## src/rtl/seven_segment_scan_driver.sv

```systemverilog
// Time-multiplexed seven-segment driver: captures a binary value, converts it to BCD
// with a serial double-dabble engine (or shows raw hex nibbles), and scans the digits.
module seven_segment_scan_driver #(
    parameter int unsigned NUM_DIGITS    = 4,
    parameter int unsigned DATA_W        = 8,
    parameter int unsigned REFRESH_DIV   = 50000,
    parameter int unsigned HEX_MODE      = 0,
    parameter int unsigned BLANK_LEADING = 1
) (
    input  logic                  clk,
    input  logic                  rst_n,
    input  logic [DATA_W-1:0]     value,
    input  logic                  load,
    output logic                  busy,
    output logic                  overflow,
    output logic [6:0]            seg,
    output logic [NUM_DIGITS-1:0] an
);

    // Decimal digits needed to hold the largest DATA_W-bit value.
    function automatic int unsigned bcd_digits(input int unsigned w);
        longint unsigned m;
        int unsigned     n;
        m = (longint'(1) << w) - 1;
        n = 1;
        while (m >= 10) begin
            m = m / 10;
            n++;
        end
        return n;
    endfunction

    function automatic logic [6:0] decode(input logic [3:0] d);
        logic [6:0] s;
        case (d)
            4'h0: s = 7'b1000000;
            4'h1: s = 7'b1111001;
            4'h2: s = 7'b0100100;
            4'h3: s = 7'b0110000;
            4'h4: s = 7'b0011001;
            4'h5: s = 7'b0010010;
            4'h6: s = 7'b0000010;
            4'h7: s = 7'b1111000;
            4'h8: s = 7'b0000000;
            4'h9: s = 7'b0010000;
            4'hA: s = 7'b0001000;
            4'hB: s = 7'b0000011;
            4'hC: s = 7'b1000110;
            4'hD: s = 7'b0100001;
            4'hE: s = 7'b0000110;
            default: s = 7'b0001110;
        endcase
        return s;
    endfunction

    localparam int unsigned BCD_DIGITS = bcd_digits(DATA_W);
    localparam int unsigned BCD_W      = 4 * BCD_DIGITS;
    localparam int unsigned DIG_W      = 4 * NUM_DIGITS;
    localparam int unsigned IDX_W      = $clog2(NUM_DIGITS);
    localparam int unsigned REF_W      = $clog2(REFRESH_DIV);
    localparam int unsigned STEP_W     = $clog2(DATA_W + 1);
    localparam logic [63:0] LIMIT      = (HEX_MODE != 0) ? (64'd1 << (4 * NUM_DIGITS))
                                                         : 64'(10 ** NUM_DIGITS);

    typedef enum logic {S_IDLE, S_CONV} state_e;

    state_e              state_q, state_d;
    logic [DATA_W-1:0]   bin_q, bin_d;
    logic [DATA_W-1:0]   val_q, val_d;
    logic [BCD_W-1:0]    bcd_q, bcd_d;
    logic [STEP_W-1:0]   step_q, step_d;
    logic                busy_q, busy_d;
    logic                ovf_q, ovf_d;
    logic [DIG_W-1:0]    dig_q, dig_d;
    logic [REF_W-1:0]    ref_q, ref_d;
    logic [IDX_W-1:0]    idx_q, idx_d;
    logic [6:0]          seg_q, seg_d;
    logic [NUM_DIGITS-1:0] an_q, an_d;

    logic [BCD_W-1:0]        bcd_adj;
    logic [BCD_W+DATA_W-1:0] shifted;
    logic [3:0]              nib;

    // One double-dabble step: add 3 to every BCD digit >= 5, then shift left.
    always_comb begin
        bcd_adj = '0;
        nib     = '0;
        for (int i = 0; i < int'(BCD_DIGITS); i++) begin
            nib = bcd_q[4*i +: 4];
            bcd_adj[4*i +: 4] = (nib >= 4'd5) ? nib + 4'd3 : nib;
        end
        shifted = {bcd_adj, bin_q} << 1;
    end

    // Load capture and conversion control; results publish together on the last step.
    always_comb begin
        state_d = state_q;
        bin_d   = bin_q;
        val_d   = val_q;
        bcd_d   = bcd_q;
        step_d  = step_q;
        busy_d  = busy_q;
        ovf_d   = ovf_q;
        dig_d   = dig_q;
        case (state_q)
            S_IDLE: begin
                if (load) begin
                    val_d = value;
                    if (HEX_MODE != 0) begin
                        dig_d = DIG_W'(value);
                        ovf_d = 64'(value) >= LIMIT;
                    end else begin
                        bin_d   = value;
                        bcd_d   = '0;
                        step_d  = '0;
                        busy_d  = 1'b1;
                        state_d = S_CONV;
                    end
                end
            end
            S_CONV: begin
                bin_d  = shifted[DATA_W-1:0];
                bcd_d  = shifted[BCD_W+DATA_W-1:DATA_W];
                step_d = step_q + STEP_W'(1);
                if (step_q == STEP_W'(DATA_W - 1)) begin
                    dig_d   = DIG_W'(shifted[BCD_W+DATA_W-1:DATA_W]);
                    ovf_d   = 64'(val_q) >= LIMIT;
                    busy_d  = 1'b0;
                    state_d = S_IDLE;
                end
            end
            default: state_d = S_IDLE;
        endcase
    end

    logic [NUM_DIGITS-1:0] blank;
    logic                  zero_run;
    logic [3:0]            cur_dig;
    logic                  cur_blank;

    // Refresh/scan: anode and cathodes are registered from the same index on the same edge.
    always_comb begin
        ref_d = ref_q + REF_W'(1);
        idx_d = idx_q;
        if (ref_q == REF_W'(REFRESH_DIV - 1)) begin
            ref_d = '0;
            idx_d = (idx_q == IDX_W'(NUM_DIGITS - 1)) ? '0 : idx_q + IDX_W'(1);
        end

        zero_run = 1'b1;
        blank    = '0;
        for (int i = int'(NUM_DIGITS) - 1; i >= 0; i--) begin
            zero_run = zero_run && (dig_q[4*i +: 4] == 4'd0);
            blank[i] = (BLANK_LEADING != 0) && (i != 0) && zero_run;
        end

        cur_dig   = '0;
        cur_blank = 1'b0;
        for (int i = 0; i < int'(NUM_DIGITS); i++) begin
            if (idx_q == IDX_W'(i)) begin
                cur_dig   = dig_q[4*i +: 4];
                cur_blank = blank[i];
            end
        end

        seg_d = cur_blank ? 7'b1111111 : decode(cur_dig);
        an_d  = ~(NUM_DIGITS'(1) << idx_q);
    end

    always_ff @(posedge clk or negedge rst_n) begin
        if (!rst_n) begin
            state_q <= S_IDLE;
            bin_q   <= '0;
            val_q   <= '0;
            bcd_q   <= '0;
            step_q  <= '0;
            busy_q  <= 1'b0;
            ovf_q   <= 1'b0;
            dig_q   <= '0;
            ref_q   <= '0;
            idx_q   <= '0;
            seg_q   <= 7'b1111111;
            an_q    <= '1;
        end else begin
            state_q <= state_d;
            bin_q   <= bin_d;
            val_q   <= val_d;
            bcd_q   <= bcd_d;
            step_q  <= step_d;
            busy_q  <= busy_d;
            ovf_q   <= ovf_d;
            dig_q   <= dig_d;
            ref_q   <= ref_d;
            idx_q   <= idx_d;
            seg_q   <= seg_d;
            an_q    <= an_d;
        end
    end

    assign busy     = busy_q;
    assign overflow = ovf_q;
    assign seg      = seg_q;
    assign an       = an_q;

endmodule

```

## config.mk

```make
export PLATFORM = sky130hd
export DESIGN_NAME = seven_segment_scan_driver
export DESIGN_NICKNAME = d
export VERILOG_FILES = /design/src/rtl/seven_segment_scan_driver.sv
export SDC_FILE = /design/constraint.sdc
export NUM_CORES = 1
export LEC_CHECK = 0
export ABC_CLOCK_PERIOD_IN_PS = 3480
export CAP_MARGIN = 0
export CORE_MARGIN = 4
export CORE_UTILIZATION = 45
export CTS_CLUSTER_DIAMETER = 80
export DETAILED_ROUTE_END_ITERATION = 6
export GPL_TIMING_DRIVEN = 0
export SLEW_MARGIN = 10
export SYNTH_ARGS = -nofsm -noshare
export SYNTH_HDL_FRONTEND = slang
export SYNTH_SLANG_ARGS = --single-unit
```

## constraint.sdc

```tcl
create_clock -name clk -period 3.48 [get_ports clk]
set_input_delay 0.522 -clock clk [delete_from_list [all_inputs] [get_ports clk]]
set_output_delay 0.522 -clock clk [all_outputs]
set_load 0.005 [all_outputs]
```

==> impl_metrics.json <==
{
  "rsz0062_at_grt": "false",
  "syn_inst": 320,
  "worst_pin_slew_ns": 0.755,
  "io_buffers": 21,
  "core.rowCount": 31,
  "path_clk_slew_ns": 0.08,
  "p_per_area_nw_per_um2": 759,
  "hpwlAfterDp_um": 4510,
  "syn2layout_area_growth_pct": 15.6,
  "gp_congestion": 0.771,
  "slowest_delay_ns": 0.67,
  "ctsResizeCount": 0,
  "die-area_um2": 9020,
  "diodes": 0,
  "cts_tree": "built",
  "cts_root_buf": "clkbuf_8",
  "ir_drop_uv": 273,
  "synth_enable_flop_cells": 0,
  "detail_route.first_pass.iterations": 4,
  "crit_start": "idx_q[1]",
  "synthAdderAreaFrac_pct": 6.62,
  "period_share_pct": 74.2,
  "finish.net_count": 382,
  "synth_warnings": 0,
  "leakagePower_nw": 1.76,
  "fillers": 695,
  "grt_pass1_wl_um": 10800,
  "ys.flop_type": "dfrtp_1",
  "boundaryPins": 24,
  "die_width_um": 95.0,
  "ys_seq_area_share_pct": 49.7,
  "via_per_inst": 5.12,
  "routedWlPerCell_um": 13.8,
  "period_minus_slack_ns": 2.58,
  "cts_hold_buffers": 0,
  "maxSlewHeadroom_pct": 49.6,
  "setup_tns_ns": 0,
  "crit_type": "reg -> reg",
  "synth-compound-area-share_pct": 12.4,
  "regArea_um2": 1690,
  "layout_setup_ws_ns": 0.897,
  "startpoint_type": "register",
  "skew_ns": 0.0105,
  "drt_iter0_markers": 74,
  "status": "finished clean",
  "multiInputGateArea_um2": 1590,
  "cap_violations": 0,
  "slowest_stage": "a221oi_1",
  "muxShareOfSynthArea_pct": 8.24,
  "ant_nets": 0,
  "overflow": 0,
  "cp_max_fo": 8,
  "worstPathArrival_ns": 2.84,
  "numCtsBuffers": 9,
  "path_cells": "inv_1 > ha_1 > a21oi_1 > a221oi_1 > inv_1 > ha_1 > mux2i_1 > a32oi_2",
  "cts.sinks": 67,
  "post_synth_num_cell_types": 47,
  "netlist_area_um2": 3400,
  "grt_pass1_vias": 2295,
  "drive_gt1_share_pct": 12.8,
  "syn_area_per_cell_um2": 10.6,
  "clkLatencyLatePin_ns": 0.34,
  "synth_async_sr_flop_share_pct": 100,
  "setup_viol": 0,
  "synth_top_family_by_area": "simple AND/OR/NAND/NOR gates",
  "clk_path_buf_depth": 2,
  "ys_ff_latch": 67,
  "hold_violations": 0,
  "pre_cts_ws_ns": 0.944,
  "hold_path.class": "in -> async",
  "num_vias": 2339,
  "start_util_pct": 46.7,
  "crit-reg2reg-launch": "idx_q[1]",
  "grt.total_usage_pct": 15.4,
  "endpoint_kind": "register",
  "post_cts_buffers": 0,
  "die_h_um": 95.0,
  "drc_errors": 0,
  "yosys.area_share.simple_pct": 15.1,
  "htreeDepth": 3,
  "drv_slew": 0,
  "grt_max_degree": 40,
  "crit_required_ns": 3.74,
  "synthXorXnorAreaFrac_pct": 4.38,
  "syn-num-nets": 349,
  "utilization_pct": 53.9,
  "clock.fmax_mhz": 387,
  "antenna_found_initial": 0,
  "core_area_um2": 7290,
  "routed_wl_um": 6300
}
==> through the flow <==
stage	hold WS [ns]	total power [mW]	cell area (um^2)	instances
finish	0.105	2.99	3930	457
global placement	0.461	2.36	3740	440
floorplan	0.226	2.05	3400	320
CTS	0.103	3.02	3930	457
global route	0.121	3.22	3930	457
detailed placement	0.471	2.40	3750	441
==> cells in the mapped netlist (4+ instances only) <==
master,n,area (um^2)
o31ai_1,6,45.0
xor2_1,6,52.6
mux2_2,8,90.1
mux2i_1,19,190
o21ai_0,23,115
dfstp_2,11,289
nor2_1,18,67.6
clkbuf_1,8,30.0
xnor2_1,11,96.3
inv_1,15,56.3
nand3_1,10,50.1
nand2b_1,14,87.6
ha_1,18,225
nand2_1,33,124
a21oi_1,14,70.1
nor3b_1,5,37.5
dfrtp_1,56,1400
o221ai_1,4,35.0
==> path summary, 6_finish.rpt <==
path	depth (start not counted)	slack [ns]	to
min reg2reg	2	0.48	dig_q[3]
max in group asynchronous	2	2.80	an[3]
min	1	0.10	bcd_q[5]
max reg2reg	8	0.90	seg[3]
max	8	0.90	seg[3]
min in group clk	2	0.48	dig_q[3]
==> layout by cell type, fill, tap and decap left out, types with 12 or more instances in the layout <==
cell type,count
ha_1,18
clkbuf_1,12
inv_1,15
mux2i_1,19
clkdlybuf4s50_1,20
nand2_1,33
a21oi_1,14
o21ai_0,23
nor2_1,18
dfrtp_1,56
nand2b_1,14
==> registers in the layout, summed over array words and instances, names as in the netlist <==
name / count
seg: 7
an: 4
idx_q: 2
state_q: 1
bcd_q: 12
step_q: 4
bin_q: 8
busy: 1
dig_q: 12
ref_q: 16
==> power breakdown <==
| part | total [mW] | internal, mW | switching (mW) |
|---|---|---|---|
| Clock | 0.613 | 0.330 | 0.283 |
| Combinational | 1.17 | 0.558 | 0.607 |
| Sequential | 1.21 | 1.05 | 0.164 |
==> logic make-up after synthesis <==
group | after synthesis
muxes | 27
AOI/OAI and AO/OA | 61
and+or+nand+nor | 100
xor gates and xnor gates | 17
DFF | 67
adders and majority gates | 18
buffers and inverters | 29
other | 1
==> cell type report <==
cell class              count  share of cell area, %
clock buffers              13                   3.53
plain buffers              13                   1.49
well taps                  99                   3.15
flip-flops and latches     67                   43.0
repair buffers             22                   5.79
inverters                  16                   1.53
clock inverters             3                   1.02
multi-input cells         224                   40.5
==> per-layer routing <==
layer / global-route usage (%) / up-vias / share of wire, %
met5: 0 / - / 0
met4: 6.97 / 0 / 1.5
met3: 2.95 / 6 / 3.3
met2: 23.5 / 31 / 47
met1: 21.3 / 1127 / 49
li1: - / 1175 / -
==> worst max-delay path, delay by kind of cell, from the launching register on <==
| kind | cells | cell delay, ns |
|---|---|---|
| DFF | 1 | 0.40 |
| adders and majority gates | 2 | 0.69 |
| AOI/OAI and AO/OA | 3 | 0.99 |
| muxes | 1 | 0.10 |
| buffers and inverters | 2 | 0.33 |
(Power assumes the default switching activity.)
